<file path="src/rtl/l2_port_arbiter.sv">
// l2_port_arbiter: round-robin arbiter/sequencer
// between two L1-side ports and the shared L2.
module l2_port_arbiter #(
  parameter int tag_bits     = 24,
  parameter int index_bits   = 7,
  parameter int block_size   = 512,
  parameter int timeout_cycs = 15,
  parameter int to_bits      = 4
) (
  input  logic                  CLK,
  input  logic                  RST,
  input  logic                  req_1,
  input  logic                  req_2,
  input  logic                  wr_1,
  input  logic                  wr_2,
  input  logic [tag_bits-1:0]   tag_1,
  input  logic [tag_bits-1:0]   tag_2,
  input  logic [index_bits-1:0] index_1,
  input  logic [index_bits-1:0] index_2,
  input  logic [block_size-1:0] wdata_1,
  input  logic [block_size-1:0] wdata_2,
  output logic                  gnt_1,
  output logic                  gnt_2,
  output logic                  done_1,
  output logic                  done_2,
  output logic                  timeout_err,
  output logic                  l2_valid,
  output logic                  l2_sel,
  output logic                  l2_rd,
  output logic                  l2_wr,
  output logic [tag_bits-1:0]   l2_tag,
  output logic [index_bits-1:0] l2_index,
  output logic [block_size-1:0] l2_wdata,
  input  logic                  l2_ack
);

  typedef enum logic [1:0] {
    S_IDLE,
    S_ISSUE,
    S_WAIT,
    S_DONE
  } state_t;

  localparam logic [to_bits-1:0] TO_LIM =
    to_bits'(timeout_cycs);

  state_t                state_q;
  logic                  prio_q;
  logic [to_bits-1:0]    cnt_q;
  logic                  gnt_1_q;
  logic                  gnt_2_q;
  logic                  done_1_q;
  logic                  done_2_q;
  logic                  terr_q;
  logic                  valid_q;
  logic                  sel_q;
  logic                  rd_q;
  logic                  wr_q;
  logic [tag_bits-1:0]   tag_q;
  logic [index_bits-1:0] index_q;
  logic [block_size-1:0] wdata_q;

  logic                  pick_2_d;
  logic [to_bits-1:0]    cnt_d;

  // Winner select and saturating wait counter.
  always_comb begin
    pick_2_d = req_2 & (~req_1 | prio_q);
    cnt_d    = cnt_q;
    if (cnt_q != TO_LIM)
      cnt_d = cnt_q + 1'b1;
  end

  // Sequencer FSM with registered outputs.
  always_ff @(posedge CLK) begin
    if (!RST) begin
      state_q  <= S_IDLE;
      prio_q   <= 1'b0;
      cnt_q    <= '0;
      gnt_1_q  <= 1'b0;
      gnt_2_q  <= 1'b0;
      done_1_q <= 1'b0;
      done_2_q <= 1'b0;
      terr_q   <= 1'b0;
      valid_q  <= 1'b0;
      sel_q    <= 1'b0;
      rd_q     <= 1'b0;
      wr_q     <= 1'b0;
      tag_q    <= '0;
      index_q  <= '0;
      wdata_q  <= '0;
    end else begin
      gnt_1_q  <= 1'b0;
      gnt_2_q  <= 1'b0;
      done_1_q <= 1'b0;
      done_2_q <= 1'b0;
      terr_q   <= 1'b0;
      unique case (state_q)
        S_IDLE: begin
          if (req_1 | req_2) begin
            state_q <= S_ISSUE;
            sel_q   <= pick_2_d;
            gnt_1_q <= ~pick_2_d;
            gnt_2_q <= pick_2_d;
            valid_q <= 1'b1;
            if (pick_2_d) begin
              rd_q    <= ~wr_2;
              wr_q    <= wr_2;
              tag_q   <= tag_2;
              index_q <= index_2;
              wdata_q <= wdata_2;
            end else begin
              rd_q    <= ~wr_1;
              wr_q    <= wr_1;
              tag_q   <= tag_1;
              index_q <= index_1;
              wdata_q <= wdata_1;
            end
          end
        end
        S_ISSUE: begin
          state_q <= S_WAIT;
          cnt_q   <= '0;
        end
        S_WAIT: begin
          cnt_q <= cnt_d;
          if (l2_ack || cnt_d == TO_LIM) begin
            state_q  <= S_DONE;
            valid_q  <= 1'b0;
            rd_q     <= 1'b0;
            wr_q     <= 1'b0;
            done_1_q <= ~sel_q;
            done_2_q <= sel_q;
            terr_q   <= ~l2_ack;
          end
        end
        S_DONE: begin
          state_q <= S_IDLE;
          prio_q  <= ~sel_q;
          cnt_q   <= '0;
        end
        default: state_q <= S_IDLE;
      endcase
    end
  end

  assign gnt_1       = gnt_1_q;
  assign gnt_2       = gnt_2_q;
  assign done_1      = done_1_q;
  assign done_2      = done_2_q;
  assign timeout_err = terr_q;
  assign l2_valid    = valid_q;
  assign l2_sel      = sel_q;
  assign l2_rd       = rd_q;
  assign l2_wr       = wr_q;
  assign l2_tag      = tag_q;
  assign l2_index    = index_q;
  assign l2_wdata    = wdata_q;

endmodule

</file>
<file path="config.mk">
export PLATFORM = sky130hd
export DESIGN_NAME = l2_port_arbiter
export DESIGN_NICKNAME = d
export VERILOG_FILES = /design/src/rtl/l2_port_arbiter.sv
export SDC_FILE = /design/constraint.sdc
export NUM_CORES = 1
export LEC_CHECK = 0
export ABC_AREA = 1
export CAP_MARGIN = 25
export CORE_AREA = 2 2 635 637
export DETAILED_ROUTE_END_ITERATION = 12
export DIE_AREA = 0 0 637 639
export GPL_ROUTABILITY_DRIVEN = 0
export GPL_TIMING_DRIVEN = 0
export SETUP_SLACK_MARGIN = 0.2
export SYNTH_ARGS = -nofsm -noshare
export SYNTH_HDL_FRONTEND = slang
export SYNTH_SLANG_ARGS = --single-unit
</file>
<file path="constraint.sdc">
create_clock -name CLK -period 3.59 [get_ports CLK]
set_input_delay 0.5385 -clock CLK [delete_from_list [all_inputs] [get_ports CLK]]
set_output_delay 0.5385 -clock CLK [all_outputs]
set_load 0.005 [all_outputs]
</file>
==> summary.md <==
| Metric | Value |
|---|---|
| Routed wire length | 351 mm |
| Number of global-route vias before repair | 27.0k |
| Clock latency on the worst-skew pair | 0.86 ns |
| Clock power frac | 29.3% |
| Sw Share | 38.3% |
| Max FO, Critical Path | 12 |
| Final HPWL DP | 320 mm |
| Initial drt markers | 3017 |
| Hold_buf cts | 0 |
| Final std cells w/o fill | about 10k |
| Skew final | 0.0495 ns |
| Antenna viol nets, final | 0 |
| DP Area | 44600 um2 |
| Die Span X | 637 um |
| Rows | 233 |
| First drt pass iteration count | 7 |
| Total power draw | 29.7 mW |
| Syn Std Cell Area | 21400 um2 |
| Tcrit/Tclk final | 82.3% |
| Inst Count DP | 9921 |
| WL per Instance | ~34 um |
| Final number of hold-violating endpoints | 0 |
| Antenna violations before repair | about 470 |
| CP Capture Type | flop |
| Mapped Cells | 2986 |
| Fraction of layout cells with a size suffix above 1 | 6.72% |
| Most frequent cells in the layout | clkdlybuf4s50_1, nand2_1, dfxtp_1 |
| Seq cells post-synth | 559 |
| Worst slew pin tran | 0.913 ns |
| Via-to-Cell Ratio | 3.03 |
| Commonest non-fill, non-tap cell in the layout | clkdlybuf4s50_1 |
| CTS H-tree depth | 3 |
| IO Port Bufs | about 1.6k |
| Internal | 18.3 mW |
| Root Buffer | clkbuf_16 |
| Seq/Total Area, Yosys | between 50% and 60% |
| Final Critical Period | 2.96 ns |
| CTS tree | yes |
| # IOs | about 1.6k |
| Placement Setup Slack | -0.174 ns |
| Crit Path Category | flop to flop |
| Post_cts resized | 1 |
| Status | completed |
| Slew Viols, Final | 0 |
| Final #Nets | 5817 |
| Min setup slack post-route | 0.634 ns |
| # clock sinks | 559 |
| RSZ-0062 raised after global routing | false |
| Via Count | 30.8k |
| NetSw | 11.3 mW |
| Fillers | 46.1k |
| First-pass GRT wire length | 406 mm |
| DRC Markers | 0 |
| Setup violations, final | 0 |
| Grt total ovfl | 0 |
| Min-Delay Path Class | primary input to flop |
| Startpoint types | flop |
| Area Growth Syn to Fin | 122% |
| Die Ht | around 640 um |
| Logic pwr share | between 30% and 40% |
| Max-cap violations | 0 |
| Clock tree buffer depth | 4 |
| Syn Area/Cell | 7.18 um2 |
| Fmax | 338 MHz |
| Inserted Clock Buffers | 82 |
| Reg clk slew, reported paths | 0.06 ns |
| Arrival time worst endpoint | between 3 and 4 ns |
| GRT Overall Usage | 16.5% |
| Register share of total power | a little under a third |
| Cell area power density | between 600 and 700 nW/um2 |
| Core area | 401000 um2 |
| Setup TNS | 0 ns |
| Slew HR | 38.9% |
| Number of setup buffers added after CTS | 0 |
| LEAKAGE | 17.6 nW |
| Post-synthesis cell type count | 17 |
| Post-route cell area | 47600 um2 |
| Critical Path RT | around 4.3 ns |
| Largest net degree at the start of global routing | 13 |
| Post-synth net total | 4085 |
| Initial Util | 5.35% |
| Syn. warnings | 0 |
| Worst vdd ir | 0.370 mV |
| Die ar. | 407000 um2 |
## Yosys cell counts, drive strengths merged
cell | number | share of area, %
buf | 182 | 4.6
inv | 19 | 0.33
dfxtp | 559 | 52
a21oi | 10 | 0.23
nor3 | 2 | 0.070
nor2 | 12 | 0.23
nand4 | 3 | 0.088
nand2 | 1638 | 29
nand3 | 527 | 12
a22oi | 26 | 0.91
o21ai | 2 | 0.047
ha | 6 | 0.35
## power by group through the flow
stage / registers (mW) / clock network (mW) / logic (mW)
floorplan: 9.35 / 0 / 2.39
global placement: 9.37 / 0 / 11.9
detailed placement: 9.40 / 0 / 12.0
CTS: 9.32 / 8.98 / 12.0
global route: 9.55 / 9.14 / 12.2
finish: 9.37 / 8.68 / 11.6
## critical path, stage by stage, from the launching register on
cell,delay (ns)
dfxtp_1,0.34
inv_1,0.11
ha_1,0.19
inv_2,0.05
nor3_2,0.21
nand2_1,0.09
inv_2,0.23
buf_6,0.36
buf_6,0.33
buf_2,0.33
nand2_1,0.35
nand3_1,0.19
## logic make-up (layout without fill, tap and decap cells)
group / count (synthesis) / in the layout / share of synthesized area, %
other cells: 0 / 122 / 0
flops: 559 / 559 / 52.2
simple gates: 2182 / 2182 / 41.4
buf+inv: 201 / 1990 / 4.93
fa+ha+maj: 6 / 6 / 0.350
compound gates: 38 / 38 / 1.19
## sequential cells by signal (all words and copies together) (netlist names)
register,flops
gnt_1,1
l2_wr,1
done_1,1
l2_tag,24
cnt_q,4
l2_valid,1
l2_sel,1
l2_wdata,512
l2_index,7
done_2,1
l2_rd,1
gnt_2,1
timeout_err,1
state_q,2
prio_q,1
## cell type report
type | instances | area [um2] | share of cell area [%]
antenna | 122 | 305 | 0.641
buffer | 182 | 990 | 2.08
clock buffer | 110 | 2310 | 4.84
clock inverter | 31 | 390 | 0.819
inverter | 19 | 71.3 | 0.150
multi-input combinational | 2226 | 9200 | 19.3
sequential | 559 | 11200 | 23.5
tap | 5287 | 6620 | 13.9
timing repair buffer | 1648 | 16600 | 34.8
## final timing paths
check                     startpoint                         end  slack, ns  cells after the start
max          state_q[0]$_SDFFE_PN0P_  l2_wdata[373]$_SDFFE_PN0P_       0.63                     11
min                      wdata_2[26]   l2_wdata[26]$_SDFFE_PN0P_       0.24                      3
max reg2reg  state_q[0]$_SDFFE_PN0P_  l2_wdata[373]$_SDFFE_PN0P_       0.63                     11
min reg2reg       l2_rd$_SDFFE_PN0P_          l2_rd$_SDFFE_PN0P_       0.47                      2
## per-stage QoR
step                      hold WS (ns)  utilization [%]
final                            0.244             11.9
after global routing             0.198             11.8
after CTS                        0.129             11.8
after detailed placement         0.454             11.1
after global placement           0.452             11.1
after floorplan                  0.451                -
## layer usage
metal / track usage [%] / vias up / part of all wire (%)
met4: 6.32 / 324 / 4.8
li1: - / 13200 / -
met2: 26.3 / 2501 / 44
met1: 16.6 / 13900 / 34
met3: 11.9 / 943 / 17
met5: 0 / - / 0.61
No activity file was read; power rests on OpenSTA's default activity.
